File: src/rtl/trace_pkg.sv
// Shared widths and constants for the retire trace buffer and its FIFO.
`ifndef CORE_PC_W
`define CORE_PC_W 64
`endif

package trace_pkg;

    localparam int XLEN_DEFAULT   = `CORE_PC_W;
    localparam int DEPTH_DEFAULT  = 8;
    localparam int DROP_W_DEFAULT = 8;

    function automatic int ptr_w(input int depth);
        return $clog2(depth);
    endfunction

    // All-ones value of a w-bit counter; valid for w up to 63.
    function automatic logic [63:0] drop_sat(input int w);
        return (64'd1 << w) - 64'd1;
    endfunction

endpackage

File: src/rtl/trace_fifo.sv
// Synchronous circular buffer; head is presented combinationally on pop_data_o.
module trace_fifo
    import trace_pkg::*;
#(
    parameter int W     = XLEN_DEFAULT,
    parameter int DEPTH = DEPTH_DEFAULT,
    localparam int PW   = ptr_w(DEPTH)
) (
    input  logic          clk,
    input  logic          rstn,
    input  logic          push_i,
    input  logic [W-1:0]  push_data_i,
    input  logic          pop_i,
    output logic [W-1:0]  pop_data_o,
    output logic          full_o,
    output logic          empty_o,
    output logic [PW:0]   level_o
);

    logic [W-1:0]  mem_q [DEPTH];
    logic [PW-1:0] wr_ptr_q, wr_ptr_d;
    logic [PW-1:0] rd_ptr_q, rd_ptr_d;
    logic [PW:0]   count_q,  count_d;

    always_comb begin
        wr_ptr_d = wr_ptr_q;
        rd_ptr_d = rd_ptr_q;
        count_d  = count_q;
        if (push_i) wr_ptr_d = wr_ptr_q + PW'(1);
        if (pop_i)  rd_ptr_d = rd_ptr_q + PW'(1);
        case ({push_i, pop_i})
            2'b10:   count_d = count_q + (PW+1)'(1);
            2'b01:   count_d = count_q - (PW+1)'(1);
            default: count_d = count_q;
        endcase
    end

    always_ff @(posedge clk or negedge rstn) begin
        if (!rstn) begin
            wr_ptr_q <= '0;
            rd_ptr_q <= '0;
            count_q  <= '0;
        end else begin
            wr_ptr_q <= wr_ptr_d;
            rd_ptr_q <= rd_ptr_d;
            count_q  <= count_d;
        end
    end

    // Storage needs no reset: the pointers alone define which entries are live.
    always_ff @(posedge clk) begin
        if (push_i) mem_q[wr_ptr_q] <= push_data_i;
    end

    assign pop_data_o = mem_q[rd_ptr_q];
    assign full_o     = (count_q == (PW+1)'(DEPTH));
    assign empty_o    = (count_q == '0);
    assign level_o    = count_q;

endmodule

File: src/rtl/retire_trace_buffer.sv
// Captures retired PCs into a FIFO and releases one per display tick into a held register.
module retire_trace_buffer
    import trace_pkg::*;
#(
    parameter int XLEN   = XLEN_DEFAULT,
    parameter int DEPTH  = DEPTH_DEFAULT,
    parameter int DROP_W = DROP_W_DEFAULT,
    localparam int LW    = $clog2(DEPTH) + 1
) (
    input  logic              clk,
    input  logic              rstn,
    input  logic              wb_valid,
    input  logic [XLEN-1:0]   wb_pc,
    input  logic              dsp_tick,
    input  logic              freeze,
    output logic [XLEN-1:0]   disp_pc,
    output logic              disp_valid,
    output logic [LW-1:0]     level,
    output logic [DROP_W-1:0] drop_cnt,
    output logic              overflow
);

    localparam logic [DROP_W-1:0] DROP_MAX = DROP_W'(drop_sat(DROP_W));

    logic            fifo_full, fifo_empty;
    logic [XLEN-1:0] head_pc;
    logic            pop, push, drop;

    logic [XLEN-1:0]   disp_pc_q,    disp_pc_d;
    logic              disp_valid_q, disp_valid_d;
    logic [DROP_W-1:0] drop_cnt_q,   drop_cnt_d;
    logic              overflow_q,   overflow_d;

    // A pop frees a slot in the same cycle, so a full FIFO still accepts a push alongside it.
    assign pop  = dsp_tick & ~freeze & ~fifo_empty;
    assign push = wb_valid & (~fifo_full | pop);
    assign drop = wb_valid & fifo_full & ~pop;

    trace_fifo #(
        .W     (XLEN),
        .DEPTH (DEPTH)
    ) u_fifo (
        .clk         (clk),
        .rstn        (rstn),
        .push_i      (push),
        .push_data_i (wb_pc),
        .pop_i       (pop),
        .pop_data_o  (head_pc),
        .full_o      (fifo_full),
        .empty_o     (fifo_empty),
        .level_o     (level)
    );

    always_comb begin
        disp_pc_d    = disp_pc_q;
        disp_valid_d = disp_valid_q;
        drop_cnt_d   = drop_cnt_q;
        overflow_d   = overflow_q;
        if (pop) begin
            disp_pc_d    = head_pc;
            disp_valid_d = 1'b1;
        end
        if (drop) begin
            overflow_d = 1'b1;
            if (drop_cnt_q != DROP_MAX) drop_cnt_d = drop_cnt_q + DROP_W'(1);
        end
    end

    always_ff @(posedge clk or negedge rstn) begin
        if (!rstn) begin
            disp_pc_q    <= '0;
            disp_valid_q <= 1'b0;
            drop_cnt_q   <= '0;
            overflow_q   <= 1'b0;
        end else begin
            disp_pc_q    <= disp_pc_d;
            disp_valid_q <= disp_valid_d;
            drop_cnt_q   <= drop_cnt_d;
            overflow_q   <= overflow_d;
        end
    end

    assign disp_pc    = disp_pc_q;
    assign disp_valid = disp_valid_q;
    assign drop_cnt   = drop_cnt_q;
    assign overflow   = overflow_q;

endmodule

File: config.mk
export PLATFORM = sky130hd
export DESIGN_NAME = retire_trace_buffer
export DESIGN_NICKNAME = d
export VERILOG_FILES = /design/src/rtl/trace_pkg.sv /design/src/rtl/trace_fifo.sv /design/src/rtl/retire_trace_buffer.sv
export SDC_FILE = /design/constraint.sdc
export NUM_CORES = 1
export LEC_CHECK = 0
export ABC_AREA = 1
export CAP_MARGIN = 40
export CORE_ASPECT_RATIO = 0.8
export CORE_MARGIN = 2
export CORE_UTILIZATION = 32
export CTS_CLUSTER_DIAMETER = 150
export DETAILED_ROUTE_END_ITERATION = 10
export HOLD_SLACK_MARGIN = 0.1
export PLACE_DENSITY = 0.44
export SYNTH_ARGS = -nofsm -noshare
export SYNTH_HDL_FRONTEND = slang
export SYNTH_SLANG_ARGS = --single-unit
export TNS_END_PERCENT = 100
File: constraint.sdc
create_clock -name clk -period 5.58 [get_ports clk]
set_input_delay 0.558 -clock clk [delete_from_list [all_inputs] [get_ports clk]]
set_output_delay 0.558 -clock clk [all_outputs]
set_load 0.05 [all_outputs]
==> results by group, run 1 <==
Run status
  • Status: complete, no violations

Setup path
  • CP max-delay cell: dfrtp_4
  • CP Launch Type: flop
  • CP top delay family: buffers and inverters
  • Critical path depth in cells: 9
  • CP peak stage delay: 740 ps
  • Crit path capture type: flop
  • CP cell instances: inv_8, buf_16, buf_4, nor2_1, nor2_1, o21ai_0, o211ai_1, nand3_1, nand2_1
  • CP most frequent cell: nor2_1
  • CP bufs+invs: 3
  • Crit-path max FO: 100
  • R2r setup slk: 2760 ps
  • Worst Setup Path Type: reg -> reg
  • Crit path DAT: 3360 ps
  • Reg2Reg Depth: 9
  • Worst Path Required: 6120 ps

Placement
  • Routability congestion estimate: 0.698
  • Post-DP HPWL: 32.0 mm
  • DP Worst Slack: 2080 ps
  • Number of port buffers: 146

Route
  • Metal3 WL: 2.24 mm
  • Detailed Routing Iterations Pass 1: 5
  • Vias per Instance: 4.84
  • Remaining antenna violation count: 0
  • Initial DRC Count: 1050
  • # DRC: 0
  • Met2 wire len: 27.4 mm
  • Total Wirelength: 58.7 mm
  • Top Metal Used: met4
  • Via count: 14100
  • Drt wl/cell: 20.1 um
  • Wl on met1: 28.2 mm

Clock network
  • Hold Buf Count CTS: 1
  • CTS Sinks: 596
  • Root buf cell: clkbuf_16
  • Reg clk slew, reported paths: 60 ps
  • CTS tree: built
  • Post-CTS setup buffers: 0
  • CTS Buf Count: 61
  • Clk_lat worst skew: 610 ps
  • Post_cts resized: 0
  • Bufs on Longest Clock Path: 3
  • Max H-tree Level: 2

Floorplan
  • # rows: 88
  • Die width: 305 um
  • Die H: 245 um
  • CORE AREA: 0.0718 sq mm
  • IO Count: 147
  • Initial Util: 32.2%
  • Die area: 0.0745 sq mm

Synth
  • Sequential area share after synthesis: 75.5%
  • Synth unique cells: 28
  • Syn nets: 1864
  • Syn_area_per_cell: 12.9 sq um
  • Syn Inst Count: 1791
  • Mapped Area: 0.0231 sq mm
  • #FFs+latches synth: 596
  • Yosys warns: 0

Finish
  • Syn-to-layout area delta: 20.4%
  • Fillers: 6775
  • Final nets: 1994
  • Final Util: 38.8%
  • Share of post-route cells with drive strength above 1: 7.86%
  • Diodes inserted: 0

STA
  • Minimum clock period after layout: 2820 ps
  • Clock skew: 13.3 ps
  • Fmax: 354 MHz
  • Slew @ Worst Pin: 855 ps
  • Period utilization: 50.6%
  • Final Slew Violations: 0
  • Worst rel slew slack: 43.0%
  • Final WS setup: 2760 ps
  • Fin. Hold Viols: 0
  • RSZ-0062 raised after global routing: no
  • Setup-failing EPs final: 0
  • Fin Setup TNS: 0 ps

Job
  • Max-cap violations: 0

Power
  • Pwr dens: 552 mW/mm^2
  • Max VDD drop: 0.352 mV
  • Power Total: 15400 uW
  • Leakage: 0.00946 uW

Min path
  • Hold depth: 1
  • Hold Path Class: reg -> reg

Global route
  • Grt total ovfl: 0
  • First-pass GRT wire length: 89.8 mm
  • Initial antenna violation count: 0
  • Largest net degree at the start of global routing: 101
  • GR Util All Layers: 15.7%
  • Vias in the first global route: 14100
## cell usage after synthesis (all sizes together)
cell | instances | area (sq um)
edfxtp | 512 | 15400
a21oi | 1 | 5.00
clkbuf | 54 | 213
buf | 58 | 350
nor2 | 398 | 1500
nor3 | 3 | 20.0
nand2 | 181 | 684
nand4 | 3 | 18.8
o211ai | 128 | 961
dfrtp | 84 | 2100
or2 | 3 | 18.8
ha | 4 | 50.1
xnor2 | 4 | 35.0
inv | 16 | 60.1
o21ai | 262 | 1310
o21bai | 1 | 7.51
xor2 | 8 | 70.1
nand3 | 71 | 360
## state kept, by name, indices dropped and copies added (netlist names)
signal	count
u_fifo.wr_ptr_q	3
overflow	1
disp_pc	64
drop_cnt	8
u_fifo.rd_ptr_q	3
disp_valid	1
u_fifo.mem_q	512
u_fifo.level_o	4
## placed cells by master, fill, tap and decap left out, types with 8 or more instances in the layout
cell             synthesis  final
buf_12                   0      8
buf_4                    6     19
bufinv_16                0      9
clkbuf_1                46      9
clkbuf_16                0     61
clkbuf_8                 0      8
clkdlybuf4s50_1          0    145
clkinv_2                 0     15
dfrtp_1                 84     81
edfxtp_1               512    512
inv_1                   12     11
nand2_1                179    179
nand3_1                 70     70
nor2_1                 397    389
nor2_4                   0      8
o211ai_1               128    128
o21ai_0                224    224
o21ai_1                 38     38
xor2_1                   8      8
## cells by family after synthesis
kind of cell,share of synthesized area (%)
adders and majority gates,0.216
xor gates and xnor gates,0.454
buffers and inverters,2.69
DFF,75.5
and+or+nand+nor,11.2
AOI/OAI and AO/OA,9.87
## stage by stage
| step | instance area (sq um) | instances | hold WS (ps) |
|---|---|---|---|
| after floorplan | 23100 | 1791 | 262 |
| after global placement | 25500 | 2792 | 460 |
| after detailed placement | 25800 | 2802 | 465 |
| after CTS | 27900 | 2916 | 480 |
| after global routing | 27900 | 2916 | 488 |
| final | 27900 | 2916 | 478 |
## area by class of cell
| cell class | count | area (sq um) | share of cell area, % |
|---|---|---|---|
| inverter | 16 | 70.1 | 0.252 |
| multi-input combinational | 1067 | 5100 | 18.3 |
| sequential | 596 | 17500 | 62.8 |
| clock inverter | 35 | 412 | 1.48 |
| tap | 945 | 1180 | 4.24 |
| clock buffer | 78 | 1670 | 6.00 |
| timing repair buffer | 179 | 1930 | 6.93 |
## report_power, final
part / internal (uW) / switching (uW)
clock network: 2520 / 1720
logic: 1530 / 3510
registers: 5650 / 451
## routing by layer
| layer | global-route usage [%] | up-vias |
|---|---|---|
| met4 | 3.33 | 0 |
| met5 | 0 | - |
| met3 | 2.47 | 68 |
| met2 | 25.3 | 239 |
| li1 | - | 6710 |
| met1 | 22.6 | 7089 |
## final timing paths
| path | startpoint | end |
|---|---|---|
| max reg2reg | u_fifo.rd_ptr_q[0] | disp_pc[22] |
| min in group asynchronous | rstn | drop_cnt[0] |
| min | overflow | overflow |
| max | u_fifo.rd_ptr_q[0] | disp_pc[22] |
| min reg2reg | overflow | overflow |
| max in group asynchronous | rstn | u_fifo.rd_ptr_q[0] |
Power figures use the tool's default switching activity.
==> run 2: changes to the inputs <==
- PLACE_DENSITY: 0.44 -> 0.46
- clock period: 5.58 -> 2.4 ns (I/O delays scaled with it)
==> run 2 against run 1 <==
  * Clock skew is 9.3 ps higher
  * Global-route usage is 0.31 points lower
  * Sequential share of layout area hardly changed
  * Sequential power is 130% higher
  * Flip-flop and latch count stayed put
  * Die area stayed put
  * Cell count is 0.41% higher
  * First-iteration DRC count is 7.6% higher
  * Cell area hardly changed
  * Non-clock buffer count is 13 higher
  * Combinational power is 140% higher
  * Highest routed layer is now met5
  * Via count hardly changed
==> results by group, run 2 (same netlist as run 1, synthesis figures left out) <==
Floorplan
  • CORE AREA: 0.0718 sq mm (unchanged)
  • Die H: 245 um (unchanged)
  • Die width: 305 um (unchanged)
  • Initial Util: 32.2% (unchanged)
  • IO Count: 147 (unchanged)
  • # rows: 88 (unchanged)
  • Die area: 0.0745 sq mm (unchanged)

Power
  • Sw Ratio: 37.2% (+0.27 points)
  • Power Total: 35000 uW (+130%)
  • Pwr dens: 1260 mW/mm^2 (+130%)
  • Reg power frac: 39.7% (about the same)
  • Max VDD drop: 0.871 mV (+150%)
  • Clk network pwr share: 25.7% (-1.8 points)
  • Internal: 22000 uW (+130%)
  • Part of the power in combinational logic: 34.7% (+1.9 points)
  • Psw: 13000 uW (+130%)
  • Leakage: 0.00946 uW (about the same)

Route
  • Met2 wire len: 26.2 mm (-4.3%)
  • Vias per Instance: 4.82 (-0.31%)
  • Total Wirelength: 57.4 mm (-2.2%)
  • Remaining antenna violation count: 0 (unchanged)
  • Initial DRC Count: 1130 (+7.6%)
  • Drt wl/cell: 19.6 um (-2.6%)
  • Wl on met1: 27.9 mm (-0.76%)
  • Top Metal Used: met5
  • # DRC: 0 (unchanged)
  • Detailed Routing Iterations Pass 1: 6 (+1)
  • Via count: 14100 (+0.099%)
  • Metal3 WL: 2.35 mm (+5.0%)

Job
  • Max-cap violations: 0 (unchanged)

STA
  • Minimum clock period after layout: 2160 ps
  • RSZ-0062 raised after global routing: no
  • Clock skew: 22.6 ps (+9.31 ps)
  • Fin. Hold Viols: 0 (unchanged)
  • Fmax: 463 MHz
  • Final WS setup: 241 ps (-2520 ps)
  • Final Slew Violations: 0 (unchanged)
  • Slew @ Worst Pin: 669 ps (-186 ps)
  • Worst rel slew slack: 55.4% (+12 points)
  • Setup-failing EPs final: 0 (unchanged)
  • Period utilization: 89.9%

Setup path
  • Crit path capture type: output port
  • Worst Path Required: 2160 ps (-3960 ps)
  • Reg2Reg Depth: 7 (-2)
  • Reg-to-Reg Start: u_fifo.level_o[3]
  • CP max-delay cell: clkdlybuf4s50_1
  • CP cell instances: clkdlybuf4s50_1
  • Crit path DAT: 1920 ps (-1440 ps)
  • CP Launch Type: flop
  • Reg-to-Reg End: u_fifo.mem_q[0][33]
  • CP bufs+invs: 1 (-2)
  • CP top delay family: buffers and inverters
  • Crit-path max FO: 2 (-98%)
  • Worst Setup Path Type: reg -> out
  • R2r setup slk: 380 ps (-2380 ps)
  • CP peak stage delay: 890 ps (+150 ps)

Run status
  • Status: complete, no violations

Finish
  • Largest register FFs: 512 (unchanged)
  • Fillers: 6857 (+1.2%)
  • Syn-to-layout area delta: 20.5% (about the same)
  • Diodes inserted: 0 (unchanged)
  • Commonest cells after routing, fill and taps aside: edfxtp_1 (512), nor2_1 (389), o21ai_0 (224)
  • Top reg by flops: u_fifo.mem_q
  • Commonest non-fill, non-tap cell in the layout: edfxtp_1
  • Final nets: 2006 (+0.60%)
  • Final Instance Area: 0.0279 sq mm (about the same)
  • Share of post-route cells with drive strength above 1: 8.22% (+0.36 points)

Clock network
  • CTS Sinks: 596 (unchanged)
  • Bufs on Longest Clock Path: 3 (unchanged)
  • CTS tree: built
  • Root buf cell: clkbuf_16
  • Post_cts resized: 0 (unchanged)
  • CTS Buf Count: 60 (-1.6%)
  • Hold Buf Count CTS: 1 (unchanged)
  • Post-CTS setup buffers: 0 (unchanged)
  • Clk_lat worst skew: 620 ps (about the same)
  • Max H-tree Level: 2 (unchanged)
  • Reg clk slew, reported paths: 60 ps (about the same)

Global route
  • Grt total ovfl: 0 (unchanged)
  • Largest net degree at the start of global routing: 135 (+34%)
  • First-pass GRT wire length: 88.7 mm (-1.2%)
  • GR Util All Layers: 15.4% (-0.31 points)
  • Initial antenna violation count: 3 (+3)
  • Vias in the first global route: 14100 (+0.18%)

Placement
  • Post-DP HPWL: 32.8 mm (+2.5%)
  • Number of port buffers: 146 (unchanged)
  • DP Worst Slack: -5.92 ps (-2090 ps)
  • Routability congestion estimate: 0.707 (+1.4%)
  • Placed inst area: 0.0260 sq mm (+0.87%)

Min path
  • Hold Path Class: in -> async
## run 2: changes by cell type in the layout (fill, tap and decap cells not counted), sizes merged
cell and change:
bufinv -5, clkbuf -1, clkinvlp -6, clkinv +9, inv +2, buf +13
## run 2: power groups by stage
stage,Clock (uW),Sequential (uW),Combinational [uW]
6_report,8980,13900,12100
5_1_grt,9670,14100,13400
2_1_floorplan,0,16000,6110
3_5_place_dp,0,14100,12400
3_3_place_gp,0,14100,12300
4_1_cts,9300,13900,12400
## run 2: layout make-up
type,count,area (sq um),share of cell area [%]
Clock buffer,77,1600,5.72
Clock inverter,35,284,1.02
Inverter,16,70.1,0.251
Multi-Input combinational cell,1067,5110,18.3
Sequential cell,596,17500,62.7
Tap cell,945,1180,4.24
Timing Repair Buffer,192,2140,7.69
## run 2: per-layer routing
layer  vias up  global-route usage, %
li1       6744                      -
met1      7038                   22.4
met2       263                   24.2
met3        69                   2.64
met4         6                   3.57
met5         -                      0
## run 2: worst max path at each step
stage	start	endpoint	slack [ps]	cells past startpoint
finish	disp_pc[43]	disp_pc[43]	240	1
global route	drop_cnt[4]	drop_cnt[4]	180	1
CTS	disp_pc[43]	disp_pc[43]	170	1
detailed placement	dsp_tick	u_fifo.mem_q[0][24]	-6	9
global placement	dsp_tick	u_fifo.mem_q[0][24]	-40	9
floorplan	u_fifo.level_o[2]	u_fifo.mem_q[0][0]	-100	5
## run 2: per-stage QoR
stage / cells / utilization (%) / hold WS, ps / setup TNS, ps
2_1_floorplan: 1791 / - / -55.6 / -37270
3_3_place_gp: 2815 / 36.2 / 294 / -2590
3_5_place_dp: 2815 / 36.2 / 301 / -67.6
4_1_cts: 2928 / 38.8 / 175 / 0
5_1_grt: 2928 / 38.8 / 194 / 0
6_report: 2928 / 38.8 / 172 / 0
